==> config.mk <==
export PLATFORM = sky130hd
export DESIGN_NAME = seq_rca_adder
export DESIGN_NICKNAME = d
export VERILOG_FILES = /design/src/rtl/seq_rca_adder.sv
export SDC_FILE = /design/constraint.sdc
export NUM_CORES = 1
export LEC_CHECK = 0
export CAP_MARGIN = 15
export CORE_MARGIN = 2
export CORE_UTILIZATION = 40
export CTS_CLUSTER_DIAMETER = 120
export DETAILED_ROUTE_END_ITERATION = 6
export PLACE_DENSITY = 0.68
export SLEW_MARGIN = 0
export SYNTH_ARGS = -nofsm -noshare
export SYNTH_HDL_FRONTEND = slang
export SYNTH_SLANG_ARGS = --single-unit
==> constraint.sdc <==
create_clock -name clk -period 3.6 [get_ports clk]
set_input_delay 0.72 -clock clk [delete_from_list [all_inputs] [get_ports clk]]
set_output_delay 0.72 -clock clk [all_outputs]
set_load 0.01 [all_outputs]
==> src/rtl/seq_rca_adder.sv <==
// Multi-cycle ripple-carry add/sub, DIGIT bits per cycle; optional saturation via SEQ_RCA_ADDER_SAT_EN.
// Latency WIDTH/DIGIT cycles after accept; in_ready only in IDLE, result held in DONE until out_ready.
module seq_rca_adder #(
   parameter int WIDTH = 16,
   parameter int DIGIT = 4
) (
   input  logic             clk,
   input  logic             rst_n,
   input  logic             in_valid,
   output logic             in_ready,
   input  logic [WIDTH-1:0] x,
   input  logic [WIDTH-1:0] y,
   input  logic             sub,
   output logic             out_valid,
   input  logic             out_ready,
   output logic [WIDTH-1:0] z,
   output logic             sign,
   output logic             zero,
   output logic             carry,
   output logic             parity,
   output logic             overflow
);

   localparam int N   = WIDTH / DIGIT;
   localparam int CW  = (N > 1) ? $clog2(N) : 1;
   localparam int MSB = WIDTH - 1;

   typedef enum logic [1:0] {S_IDLE, S_RUN, S_DONE} state_t;

   state_t           r_state;
   state_t           w_state_nxt;
   logic [CW-1:0]    r_cnt;
   logic [WIDTH-1:0] r_a;
   logic [WIDTH-1:0] r_b;
   logic [WIDTH-1:0] r_sum;
   logic             r_carry;
   logic [WIDTH-1:0] r_z;
   logic             r_sign;
   logic             r_zero;
   logic             r_carry_o;
   logic             r_parity;
   logic             r_ovf;

   logic             w_accept;
   logic             w_last;
   int               w_base;
   logic [DIGIT:0]   w_slice;
   logic [WIDTH-1:0] w_sum_nxt;
   logic [WIDTH-1:0] w_zfin;
   logic             w_ovf;

   assign w_last = (r_cnt == CW'(N - 1));

   // One shared ripple slice; the final slice is merged combinationally so
   // z and flags can be registered on the same edge that enters DONE.
   always_comb begin
      w_base    = int'(r_cnt) * DIGIT;
      w_slice   = {1'b0, r_a[w_base +: DIGIT]} + {1'b0, r_b[w_base +: DIGIT]}
                + {{DIGIT{1'b0}}, r_carry};
      w_sum_nxt = r_sum;
      w_sum_nxt[w_base +: DIGIT] = w_slice[DIGIT-1:0];
      w_ovf     = (r_a[MSB] & r_b[MSB] & ~w_sum_nxt[MSB]) |
                  (~r_a[MSB] & ~r_b[MSB] & w_sum_nxt[MSB]);
`ifdef SEQ_RCA_ADDER_SAT_EN
      if (w_ovf)
         w_zfin = r_a[MSB] ? {1'b1, {(WIDTH-1){1'b0}}} : {1'b0, {(WIDTH-1){1'b1}}};
      else
         w_zfin = w_sum_nxt;
`else
      w_zfin = w_sum_nxt;
`endif
   end

   always_ff @(posedge clk or negedge rst_n) begin
      if (!rst_n) r_state <= S_IDLE;
      else        r_state <= w_state_nxt;
   end

   always_comb begin
      w_state_nxt = r_state;
      in_ready    = 1'b0;
      out_valid   = 1'b0;
      w_accept    = 1'b0;
      case (r_state)
         S_IDLE: begin
            in_ready = 1'b1;
            if (in_valid) begin
               w_accept    = 1'b1;
               w_state_nxt = S_RUN;
            end
         end
         S_RUN: begin
            if (w_last) w_state_nxt = S_DONE;
         end
         S_DONE: begin
            out_valid = 1'b1;
            if (out_ready) w_state_nxt = S_IDLE;
         end
         default: w_state_nxt = S_IDLE;
      endcase
   end

   always_ff @(posedge clk or negedge rst_n) begin
      if (!rst_n) begin
         r_cnt     <= '0;
         r_a       <= '0;
         r_b       <= '0;
         r_sum     <= '0;
         r_carry   <= 1'b0;
         r_z       <= '0;
         r_sign    <= 1'b0;
         r_zero    <= 1'b0;
         r_carry_o <= 1'b0;
         r_parity  <= 1'b0;
         r_ovf     <= 1'b0;
      end else if (w_accept) begin
         r_a     <= x;
         r_b     <= sub ? ~y : y;
         r_carry <= sub;
         r_cnt   <= '0;
      end else if (r_state == S_RUN) begin
         r_sum   <= w_sum_nxt;
         r_carry <= w_slice[DIGIT];
         r_cnt   <= r_cnt + CW'(1);
         if (w_last) begin
            r_z       <= w_zfin;
            r_sign    <= w_zfin[MSB];
            r_zero    <= (w_zfin == '0);
            r_carry_o <= w_slice[DIGIT];
            r_parity  <= ~^w_zfin;
            r_ovf     <= w_ovf;
         end
      end
   end

   assign z        = r_z;
   assign sign     = r_sign;
   assign zero     = r_zero;
   assign carry    = r_carry_o;
   assign parity   = r_parity;
   assign overflow = r_ovf;

endmodule

# After elaboration in Yosys (flattened, before gate mapping)
# Cells that the tools add are included.
# classes
muxes	14
n_reduce_logical	7
bitwise	10
n_shift	4
eq_ne	6
add_sub_neg	4
# op_table
operator	n
$neg 4->33	1
$shift 4x33->16 const A	1
$shiftx 4x33->16	1
$shiftx 16x5->4	2
$bwmux 16	1
$logic_not 16->1	1
$mux 16	1
$not 16->16	1
$reduce_xnor 16->1	1
$mux 2	5
$mux 1	6
$ne 2x2->1 const B	3
$pmux 2 s3	1
$reduce_and 3->1	2
$add 4x4->5	1
$add 5x1->5	1
$and 1x1->1	4
$eq 2x2->1 const B	2
$not 1->1	4
$add 2x1->2 const B	1
$eq 2x1->1 const B	1
$logic_not 2->1	1
$reduce_and 2->1	1
$reduce_bool 2->1	1
$or 1x1->1	1
# word_totals
in_bits	37
ff_bits	74
elab_cells	57
output_inout_bits	23

# Depth between registers and ports, before layout
# Gate-level depths: netlist of the first run.
# depth
depth_word	8
depth_mapped	13
ltp_nobuf	12

# Worst setup path before layout of the first run
# No wires, ideal clock.
# synth_timing
kind	reg2reg
start	reg r_cnt[0]
end	reg r_parity, in the netlist parity
period_less_slack_ns	3.664
n_path_buf	1
path_slack_ns	-0.064
t_required_ns	3.469
stages_incl_launch_ff	14
setup_time_ns	0.131
arrival_time_ns	3.533
path_cell_list	dfrtp_1 buf_6 mux4_2 fa_1 a21o_2 a21o_1 xnor2_1 a22oi_1 ha_1 xnor2_1 xnor2_1 xnor3_1 xnor2_1 o21ai_1
# synth_between
elab_chain_cells	6
elab_cells_between_ends	11
cone_classes	add/sub: 3; eq/ne: 1; shift: 4; mux: 1; reduce/logical: 2
# synth_lines
element	line_no	text
start, declared	32	logic [CW-1:0] r_cnt;
start signal, assigned	124	r_cnt <= r_cnt + CW'(1);
$shiftx 16x5->4	58	w_slice = {1'b0, r_a[w_base +: DIGIT]} + {1'b0, r_b[w_base +: DIGIT]}
$add 4x4->5	58	
$add 5x1->5	59	+ {{DIGIT{1'b0}}, r_carry};
$shiftx 4x33->16	61	w_sum_nxt[w_base +: DIGIT] = w_slice[DIGIT-1:0];
$bwmux 16	61	
$reduce_xnor 16->1	130	r_parity <= ~^w_zfin;
end signal, assigned	130	
end, declared	41	logic r_parity;
# Parallel ways exist; a longest one is shown, timed or not.
# A chain may end at the register's enable or synchronous reset.

# Worst setup path in the final report of the first run
# Same ends and word-level chain as after synthesis.

==> results of run 1 <==
-- logic make-up after synthesis --
family	synth area share
compound gates	0.135
xor+xnor	0.0640
fa+ha+maj	0.0661
buf+inv	0.0372
flops	0.503
mux	0.102
simple gates	0.0930
-- state kept, by name, indices dropped and copies added, names as in the netlist, 2 cells and up --
register / cells
r_b: 16
r_state: 2
r_cnt: 2
r_a: 16
r_sum: 16
z: 16
-- stage by stage --
stage	hold slack, ns	instances
floorplan	0.424	324
global placement	0.461	493
detailed placement	0.468	493
CTS	0.420	508
global route	0.436	517
finish	0.417	517
-- area by class of cell --
class,count,share of cell area
Sequential cell,73,0.382
Multi-Input combinational cell,219,0.365
Inverter,14,0.0110
Clock buffer,12,0.0325
Tap cell,108,0.0283
Clock inverter,3,0.00837
Timing Repair Buffer,88,0.173
-- power by group through the flow --
stage	clock network (mW)	registers (mW)	logic, mW
global route	0.693	1.45	3.68
detailed placement	0	1.42	2.88
finish	0.639	1.40	3.34
global placement	0	1.41	2.81
CTS	0.659	1.41	2.93
floorplan	0	1.37	1.93
-- per-layer routing --
layer / routed length (µm) / vias to the layer above / track usage
met5: 0 / - / 0
met4: 140 / 0 / 0.0748
met3: 256 / 11 / 0.0323
met2: 3610 / 56 / 0.252
met1: 3500 / 1249 / 0.219
li1: - / 1288 / -
-- Yosys cell counts --
cell / n / share of area
a21oi_1: 17 / 0.023
o31ai_1: 1 / 0.0021
buf_6: 1 / 0.0031
a211oi_2: 1 / 0.0034
nand2b_1: 2 / 0.0034
a2bb2oi_1: 1 / 0.0024
nand4_1: 1 / 0.0017
and2_1: 1 / 0.0017
buf_4: 1 / 0.0021
nor2_1: 21 / 0.022
xnor2_1: 23 / 0.055
dfrtp_1: 73 / 0.50
nor2b_1: 2 / 0.0034
a21o_2: 1 / 0.0024
a22oi_1: 15 / 0.031
nand3_1: 2 / 0.0028
mux2_2: 17 / 0.053
a21o_1: 2 / 0.0041
inv_1: 14 / 0.014
xor2_1: 1 / 0.0024
o21ai_0: 36 / 0.050
and4bb_2: 1 / 0.0034
buf_1: 1 / 0.0010
a211oi_1: 1 / 0.0021
nor4b_1: 3 / 0.0072
nand2_1: 37 / 0.038
ha_1: 16 / 0.055
o21ai_1: 1 / 0.0014
xnor3_1: 1 / 0.0062
nand4bb_4: 1 / 0.0076
or3_1: 1 / 0.0017
clkbuf_1: 12 / 0.012
a2111oi_4: 1 / 0.0076
fa_1: 2 / 0.011
mux4_2: 8 / 0.050
a31oi_1: 1 / 0.0017
a22oi_2: 1 / 0.0034
buf_2: 3 / 0.0041
-- repair_timing --
| action | 4_1_cts | 5_1_grt |
|---|---|---|
| pin swaps | 0 | 8 |
| gates resized for setup | 1 | 11 |
| setup buffers | 0 | 8 |
| endpoints found under the setup margin | 1 | 1 |
| hold endpoints to repair | 0 | 0 |
-- worst paths after layout --
check | end | from | slack (ns) | depth (start not counted)
setup / recovery | parity$_DFFE_PN0P_ | r_cnt[0]$_DFFE_PN0P_ | 0.13 | 12
hold / removal | z[9]$_DFFE_PN0P_ | rst_n | 0.42 | 2
setup reg to reg | parity$_DFFE_PN0P_ | r_cnt[0]$_DFFE_PN0P_ | 0.13 | 12
hold reg to reg | z[7]$_DFFE_PN0P_ | z[7]$_DFFE_PN0P_ | 0.48 | 2
max in group asynchronous | r_b[12]$_DFFE_PN0P_ | rst_n | 2.81 | 2
min in group clk | z[7]$_DFFE_PN0P_ | z[7]$_DFFE_PN0P_ | 0.48 | 2
==> Flow_metrics.wiki, run 1 <==
{| class="wikitable"
! Metric !! Value
|-
| Hold WC Path Type || input pin to async pin
|-
| Register clock-pin slew on the reported worst setup and hold paths || 0.08 ns
|-
| Switching share of power || 0.387
|-
| Drt total wl || 7.51 mm
|-
| Standby leakage power || 2.02 nW
|-
| Multi-input gate area in the final layout || 1740 µm²
|-
| Maximum fanout encountered on the critical timing path || 5
|-
| Overall die height || 99.3 µm
|-
| Maximum root-to-sink buffer count || 2
|-
| Cts-stage hold buffer count || 0
|-
| Via count of the first global-routing pass || 2,596
|-
| Post-route ant nets || 0
|-
| Critical Path Slowest Stage Cell || mux4_2
|-
| Part of the total power dissipated in sequential elements || 0.260
|-
| Req. time, crit path || 3.87 ns
|-
| Count of unresolved DRC violations after routing || 0
|-
| Clock network fraction of design power || 0.119
|-
| Final design area excluding fillers || 4780 µm²
|-
| Result of the run || finished, final reports clean
|-
| WP buf/inv || 0
|-
| Final period utilization || 0.964
|-
| Htree depth || 3
|-
| Sort of element at the end of the critical path || flop
|-
| Total chip power || 5.38 mW
|-
| Count of port buffers added during placement || 59
|-
| Mapped Area || 3630 µm²
|-
| Number of library cell types mapped by synthesis || 38
|-
| Setup repair after global routing missed its margin || true
|-
| Setup TNS || 0 ns
|-
| Most numerous cell on the critical path || xnor2_1
|-
| Count of endpoints failing hold in the final timing report || 0
|-
| Number of nets in the final layout || 460
|-
| Period minus WS final || 3.47 ns
|-
| Clk_skew || 0.0103 ns
|-
| Clock sink total || 73
|-
| Most common cell after layout, fill and taps aside || dfrtp_1
|-
| Final count of negative-setup-slack endpoints || 0
|-
| Yosys reg bits || 73
|-
| Number of fillers in the final layout || 771
|-
| Layout Area Growth over Synthesis || 31.6%
|-
| CP Launch Type || flop
|-
| Fmax achieved || 288 MHz
|-
| Switching component of the power || 2.08 mW
|-
| Share of final-layout standard cells stronger than drive strength 1 || 0.215
|-
| Setup slack after placement || -0.0527 ns
|-
| Final Core Density || 0.546
|-
| Worst vdd ir || 0.645 mV
|-
| Max-slew violation count || 0
|-
| Cts bufs inserted || 9
|-
| Count of synthesis-stage warnings from yosys || 0
|-
| Starting density of the core || 0.415
|-
| Sequential element share of the synthesized area || 0.503
|-
| Pin count of the biggest net entering global routing || 42
|-
| CTS tree || done
|-
| Slew at the pin closest to its max-slew limit || 0.982 ns
|-
| Per-instance average area after synthesis || 11.2 µm²
|-
| Leading cell types in the layout, fill and taps excluded || 72 x dfrtp_1, 58 x clkdlybuf4s50_1, 37 x nand2_1
|-
| Delay-heaviest family, CP || XOR/XNOR gates
|-
| Worst path max stage delay || 0.54 ns
|-
| Critical Path AT || 3.74 ns
|-
| Mapped Nets || 379
|-
| Total overflow reported by the global router || 0
|-
| Pre-Repair DR Iteration Count || 4
|-
| # IOs || 60
|-
| Worst slew margin relative to its limit || 0.345
|-
| Routed via count || 2,604
|-
| Horizontal extent of the die || 99.3 µm
|-
| Final worst slack || 0.130 ns
|-
| Buffer type at the clock tree root || clkbuf_8
|-
| Placed Instance Area || 4420 µm²
|-
| Antenna diode instance count || 0
|-
| Sequential cell area in the final layout || 1830 µm²
|-
| Number of cells produced by synthesis || 324
|-
| Global-route wire length before repair || 12.6 mm
|-
| Placeable core area || 8760 µm²
|-
| Overall routing resource usage || 0.162
|-
| Clock network latency to the later pin of the worst-skew pair || 0.34 ns
|-
| Die ar. || 9860 µm²
|-
| HPWL after DPL || 5.49 mm
|-
| Power per standard cell area || 1130 nW/µm²
|-
| Type of the worst setup path || flop to flop
|-
| Antenna violations before repair || 0
|-
| Number of violations reported at the end of detailed-routing iteration 0 || 77
|-
| Max cap viols || 0
|-
| Via density || 5.04
|-
| Number of placement rows || 34
|-
| Routability congestion estimate from global placement || 0.795
|-
| Average detailed-routed wire length per instance || 14.5 µm
|-
| Cell internal pwr || 3.30 mW
|-
| Ordered list of cells on the worst path || mux4_2 -> fa_2 -> a21o_2 -> a21o_1 -> xnor2_2 -> a22oi_2 -> ha_1 -> xor2_1 -> xnor2_1 -> xnor3_1 -> xnor2_1 -> o21ai_1
|-
| Logic pwr share || 0.621
|}
(Power assumes the default switching activity.)
==> run 2, diff against run 1 <==
Settings changed: SKIP_LAST_GASP from default to 1.
==> results of run 2 <==
No change in the layout: final DEF, timing and power equal those of run 1.
